$ cat config.mk
export PLATFORM = sky130hd
export DESIGN_NAME = social_scene_driver
export DESIGN_NICKNAME = d
export VERILOG_FILES = /design/src/rtl/social_pkg.sv /design/src/rtl/scene_fifo.sv /design/src/rtl/social_scene_driver.sv
export SDC_FILE = /design/constraint.sdc
export NUM_CORES = 1
export LEC_CHECK = 0
export CORE_ASPECT_RATIO = 1.1
export CORE_MARGIN = 2
export CORE_UTILIZATION = 40
export CTS_BUF_LIST = sky130_fd_sc_hd__clkbuf_4
export CTS_CLUSTER_DIAMETER = 40
export CTS_CLUSTER_SIZE = 10
export DETAILED_ROUTE_END_ITERATION = 16
export DONT_BUFFER_PORTS = 1
export SLEW_MARGIN = 5
export SYNTH_ARGS = -nofsm -noshare
export SYNTH_HDL_FRONTEND = slang
export SYNTH_HIERARCHICAL = 1
export SYNTH_SLANG_ARGS = --single-unit
$ cat constraint.sdc
create_clock -name clk -period 5.94 [get_ports clk]
set_input_delay 1.485 -clock clk [delete_from_list [all_inputs] [get_ports clk]]
set_output_delay 1.485 -clock clk [all_outputs]
set_load 0.03 [all_outputs]
$ cat src/rtl/social_pkg.sv
// Shared scene/mood codes and driver FSM state encoding for the social scene driver.
package social_pkg;

    typedef enum logic [1:0] {
        HAPPY      = 2'b00,
        AWKWARD    = 2'b01,
        VERY_HAPPY = 2'b10,
        ILLEGAL    = 2'b11
    } scene_e;

    typedef enum logic [1:0] {
        IDLE  = 2'b00,
        DRIVE = 2'b01,
        CHECK = 2'b10
    } state_e;

    // Line vector order is {comfort_zone, unknown_people, known_people}.
    function automatic logic [2:0] scene_lines(input logic [1:0] scene);
        logic [2:0] lines;
        lines = 3'b000;
        case (scene)
            HAPPY:      lines = 3'b001;
            AWKWARD:    lines = 3'b010;
            VERY_HAPPY: lines = 3'b100;
            default:    lines = 3'b000;
        endcase
        return lines;
    endfunction

endpackage

$ cat src/rtl/scene_fifo.sv
// DEPTH x 2-bit scene request queue with wrapping pointers and an occupancy counter.
module scene_fifo #(
    parameter int DEPTH = 4
) (
    input  logic       clk,
    input  logic       reset,
    input  logic       push,
    input  logic [1:0] push_data,
    input  logic       pop,
    output logic [1:0] head,
    output logic       full,
    output logic       empty
);

    localparam int PW = (DEPTH > 1) ? $clog2(DEPTH) : 1;
    localparam int CW = $clog2(DEPTH + 1);

    logic [1:0]    mem_q [DEPTH];
    logic [1:0]    mem_d [DEPTH];
    logic [PW-1:0] wr_ptr_q, wr_ptr_d;
    logic [PW-1:0] rd_ptr_q, rd_ptr_d;
    logic [CW-1:0] count_q, count_d;
    logic          do_push;
    logic          do_pop;

    assign full  = (count_q == CW'(DEPTH));
    assign empty = (count_q == '0);
    assign head  = mem_q[rd_ptr_q];

    always_comb begin
        do_push  = push && !full;
        do_pop   = pop && !empty;
        mem_d    = mem_q;
        wr_ptr_d = wr_ptr_q;
        rd_ptr_d = rd_ptr_q;
        if (do_push) begin
            mem_d[wr_ptr_q] = push_data;
            wr_ptr_d        = wr_ptr_q + 1'b1;
        end
        if (do_pop) begin
            rd_ptr_d = rd_ptr_q + 1'b1;
        end
        count_d = count_q + CW'(do_push) - CW'(do_pop);
    end

    always_ff @(posedge clk or posedge reset) begin
        if (reset) begin
            for (int i = 0; i < DEPTH; i++) begin
                mem_q[i] <= 2'b00;
            end
            wr_ptr_q <= '0;
            rd_ptr_q <= '0;
            count_q  <= '0;
        end else begin
            mem_q    <= mem_d;
            wr_ptr_q <= wr_ptr_d;
            rd_ptr_q <= rd_ptr_d;
            count_q  <= count_d;
        end
    end

endmodule

$ cat src/rtl/social_scene_driver.sv
// Drives one social-situation line per queued scene and confirms the mood FSM's answer.
// Optional feature macro: SKIP_SAME_MOOD_EN (confirm without driving when the mood already matches).
module social_scene_driver
    import social_pkg::*;
#(
    parameter int DEPTH   = 4,
    parameter int DWELL   = 3,
    parameter int TIMEOUT = 8
) (
    input  logic       clk,
    input  logic       reset,
    input  logic       req_valid,
    input  logic [1:0] req_scene,
    output logic       req_ready,
    input  logic [1:0] mood_in,
    output logic       known_people,
    output logic       unknown_people,
    output logic       comfort_zone,
    output logic       busy,
    output logic       done_pulse,
    output logic       mismatch_pulse,
    output logic [7:0] err_cnt
);

    localparam int CNT_MAX = (DWELL > TIMEOUT) ? DWELL : TIMEOUT;
    localparam int CNTW    = $clog2(CNT_MAX + 1);

    state_e          state_q, state_d;
    logic [1:0]      cur_scene_q, cur_scene_d;
    logic [CNTW-1:0] cnt_q, cnt_d;
    logic [2:0]      lines_q, lines_d;
    logic            done_q, done_d;
    logic            mismatch_q, mismatch_d;
    logic [7:0]      err_cnt_q, err_cnt_d;
    logic [8:0]      err_sum;

    logic            accept;
    logic            illegal_push;
    logic            fifo_push;
    logic            fifo_pop;
    logic [1:0]      fifo_head;
    logic            fifo_full;
    logic            fifo_empty;

    assign req_ready    = !fifo_full;
    assign accept       = req_valid && req_ready;
    assign illegal_push = accept && (req_scene == ILLEGAL);
    assign fifo_push    = accept && (req_scene != ILLEGAL);

    scene_fifo #(
        .DEPTH(DEPTH)
    ) u_fifo (
        .clk      (clk),
        .reset    (reset),
        .push     (fifo_push),
        .push_data(req_scene),
        .pop      (fifo_pop),
        .head     (fifo_head),
        .full     (fifo_full),
        .empty    (fifo_empty)
    );

    // Lines are registered, so the line for a popped scene rises the cycle after the pop.
    always_comb begin
        state_d     = state_q;
        cur_scene_d = cur_scene_q;
        cnt_d       = cnt_q;
        lines_d     = 3'b000;
        done_d      = 1'b0;
        mismatch_d  = 1'b0;
        fifo_pop    = 1'b0;
        case (state_q)
            IDLE: begin
                if (!fifo_empty) begin
                    fifo_pop    = 1'b1;
                    cur_scene_d = fifo_head;
                    cnt_d       = '0;
`ifdef SKIP_SAME_MOOD_EN
                    if (mood_in == fifo_head) begin
                        done_d = 1'b1;
                    end else begin
                        state_d = DRIVE;
                        lines_d = scene_lines(fifo_head);
                    end
`else
                    state_d = DRIVE;
                    lines_d = scene_lines(fifo_head);
`endif
                end
            end
            DRIVE: begin
                if (cnt_q == CNTW'(DWELL - 1)) begin
                    state_d = CHECK;
                    cnt_d   = '0;
                end else begin
                    cnt_d   = cnt_q + 1'b1;
                    lines_d = scene_lines(cur_scene_q);
                end
            end
            CHECK: begin
                if (mood_in == cur_scene_q) begin
                    done_d  = 1'b1;
                    state_d = IDLE;
                end else if (cnt_q == CNTW'(TIMEOUT - 1)) begin
                    mismatch_d = 1'b1;
                    state_d    = IDLE;
                end else begin
                    cnt_d = cnt_q + 1'b1;
                end
            end
            default: begin
                state_d = IDLE;
            end
        endcase
    end

    // An illegal push and a timeout in the same cycle both count; the total clamps at 8'hFF.
    always_comb begin
        err_sum   = {1'b0, err_cnt_q} + 9'(illegal_push) + 9'(mismatch_d);
        err_cnt_d = err_sum[8] ? 8'hFF : err_sum[7:0];
    end

    always_ff @(posedge clk or posedge reset) begin
        if (reset) begin
            state_q     <= IDLE;
            cur_scene_q <= 2'b00;
            cnt_q       <= '0;
            lines_q     <= 3'b000;
            done_q      <= 1'b0;
            mismatch_q  <= 1'b0;
            err_cnt_q   <= 8'h00;
        end else begin
            state_q     <= state_d;
            cur_scene_q <= cur_scene_d;
            cnt_q       <= cnt_d;
            lines_q     <= lines_d;
            done_q      <= done_d;
            mismatch_q  <= mismatch_d;
            err_cnt_q   <= err_cnt_d;
        end
    end

    assign known_people   = lines_q[0];
    assign unknown_people = lines_q[1];
    assign comfort_zone   = lines_q[2];
    assign done_pulse     = done_q;
    assign mismatch_pulse = mismatch_q;
    assign err_cnt        = err_cnt_q;
    assign busy           = (state_q != IDLE) || !fifo_empty;

endmodule

==> summary.txt <==
Route
  • TritonRoute pass-1 iters: 4
  • Residual DRC count: 0
  • DR iter-0 viols: 60
  • DRT antenna net count: 0
  • Wire per inst: 15.4 um
  • DR vias/cell: ~5.4
  • DRT Wirelength: 3.47 mm
  • Via count: 1,223

Global route
  • Largest net degree at the start of global routing: 22
  • GR Util All Layers: 14.5%
  • Initial antenna violation count: 0
  • Total gr overflow: 0
  • First-pass GRT wire length: 5.98 mm
  • Vias in the first global route: 1,269

Critical path
  • Reg2reg start: cur_scene_q[1]
  • Setup CP Type: in2reg
  • Worst Setup SP: mood_in[1]
  • Setup crit start kind: primary input
  • CP Max Fanout: 5
  • Crit path required time: 6.17 ns
  • CP endpoint kind: flip-flop
  • R2r worst-path depth: 10
  • Crit path DAT: 3.58 ns

Yosys
  • FFs w/ async S/R, synth: 100%
  • Fraction of post-synthesis cell area in the top cell type by area: 47.8%
  • Largest area contributor in the netlist: dfrtp_1
  • Top_reg_cell synth: dfrtp_1
  • EDFF count, synth: 0
  • Sequential area share after synthesis: between 40% and 50%
  • Synth top area cells: dfrtp_1 (48%), ha_1 (8.6%), mux2_2 (8.4%), inv_1 (3.2%), xor2_1 (2.8%)
  • Avg Cell Area, Syn: 11.6 sq um
  • Yosys warning count: 6
  • Synthesized area: 1880 sq um
  • FF+latch count, synth: 36
  • Synth Instances: 162
  • Unique masters post-synth: 35
  • Mapped Nets: 184

Clocking
  • Clock sinks: 36
  • Worst skew pair latency: 0.35 ns
  • Resize count post-CTS: 0
  • Max Root-Sink Buffers: 2
  • CTS tree: built
  • Postcts setup bufs: 0
  • Post-cts hold buffer count: 0
  • Root Buffer Master: clkbuf_4
  • Max H-tree Level: 2
  • Reg clk slew, reported paths: 0.11 ns
  • Total CTS buffers: 5

Pwr
  • VDD IR max: 0.199 mV
  • Static Leak: 0.934 nW
  • Tot Pwr: 1.05 mW
  • Pwr dens: 526 nW/um^2

Floorplanning
  • Die Width: 69.4 um
  • Die height: 76.0 um
  • Row cnt: 26
  • Die area: about 5300 sq um
  • Num ports: 22
  • Starting Density: 41.1%
  • CORE AREA: around 4600 sq um

Final layout
  • N_diodes: 0
  • Area delta synth->final: 6.11%
  • Proportion of layout cells with a drive suffix above 1: between 15 and 20%
  • Most frequent cells in the layout: dfrtp_1 (36), inv_1 (16), mux2_2 (14), ha_1 (13)
  • Most common cell after layout, fill and taps aside: dfrtp_1
  • Post-route cell area: 2000 sq um
  • Final core occ: 43.6%
  • Non-Filler Instances: 225
  • # nets final: between 150 and 200

Placed design
  • Placed Cells: 217
  • IO Port Bufs: 0
  • GP Congestion: roughly 0.86
  • Post-DP Area: just under 2000 sq um
  • Place WS: 2.23 ns
  • Dpl hpwl: 2.63 mm

Timing
  • Setup violators final: 0
  • Fin crit share: 56.4%
  • Slew @ Worst Pin: 0.797 ns
  • Unrepaired setup endpoints after global routing: no
  • Clk_skew: 0.0138 ns
  • Fin. max-slew vios: 0
  • Relative slew slack: between 40% and 50%
  • Fin worst setup slack: 2.59 ns
  • Fin Hold WS: 0.518 ns
  • Fmax: between 0.2 and 0.3 GHz
  • Hold Fails Final Rpt: 0
  • Final setup TNS: 0 ns
  • Tmin final: 3.35 ns

Min path
  • Min-delay src: u_fifo/mem_q[5]
  • Hold WC Path Type: reg2reg
  • Hold depth: 1

Run status
  • Status: finished, final reports clean

Job
  • MaxCap Viol Count: 0
[final timing paths]
path	slack [ns]	to
setup reg to reg	3.25	err_cnt[7]
hold reg to reg	0.52	u_fifo/mem_q[5]
setup / recovery	2.59	err_cnt[7]
min in group asynchronous	1.07	u_fifo/count_q[1]
hold / removal	0.52	u_fifo/mem_q[5]
max in group asynchronous	4.28	err_cnt[2]
[Yosys cell counts (all sizes together) (3+ instances only)]
library cell / n
dfrtp: 36
inv: 16
mux2: 14
ha: 13
nand2: 12
nor2: 12
nand2b: 6
xor2: 6
nand3: 4
xnor2: 4
a32o: 3
and3: 3
nor2b: 3
o21ai: 3
[cells by family after synthesis]
| kind of cell | after synthesis | share of synthesized area [%] |
|---|---|---|
| simple gates | 49 | 14.4 |
| flops | 36 | 47.8 |
| compound gates | 19 | 7.84 |
| buf+inv | 17 | 3.78 |
| mux | 16 | 10.8 |
| fa+ha+maj | 15 | 10.8 |
| xor+xnor | 10 | 4.65 |
[worst max-delay path, cell delays in order]
cell	delay [ns]
xor2_1	0.15
or2_2	0.32
nand2_1	0.07
nor2_1	0.07
fa_1	0.44
ha_1	0.22
and3_1	0.19
and2_1	0.20
nand2b_1	0.15
mux2_2	0.28
[metal layers]
metal	track usage (%)	routed length [um]
met3	5.42	173
met1	17.3	1490
met5	0	0
met2	23.8	1720
met4	5.29	81
[final cells by class]
cell class / instances / area, sq um
fill: 417 / 2590
multi-input combinational: 109 / 912
sequential: 36 / 901
tap: 56 / 70.1
inverter: 16 / 60.1
clock buffer: 5 / 37.5
clock inverter: 3 / 18.8
[registers in the layout, summed over array words and instances (netlist names)]
| register | cells |
|---|---|
| lines_q | 3 |
| u_fifo/mem_q | 8 |
| u_fifo/count_q | 3 |
| u_fifo/rd_ptr_q | 2 |
| u_fifo/wr_ptr_q | 2 |
| mismatch_pulse | 1 |
| err_cnt | 8 |
| cur_scene_q | 2 |
| cnt_q | 4 |
| state_q | 2 |
| done_pulse | 1 |
[where the power goes]
group	leakage [nW]	internal [mW]	switching, mW
clock network	0.0349	0.0454	0.0840
registers	0.454	0.343	0.137
logic	0.444	0.223	0.219
Note: power is estimated with default switching activity, not from simulation.
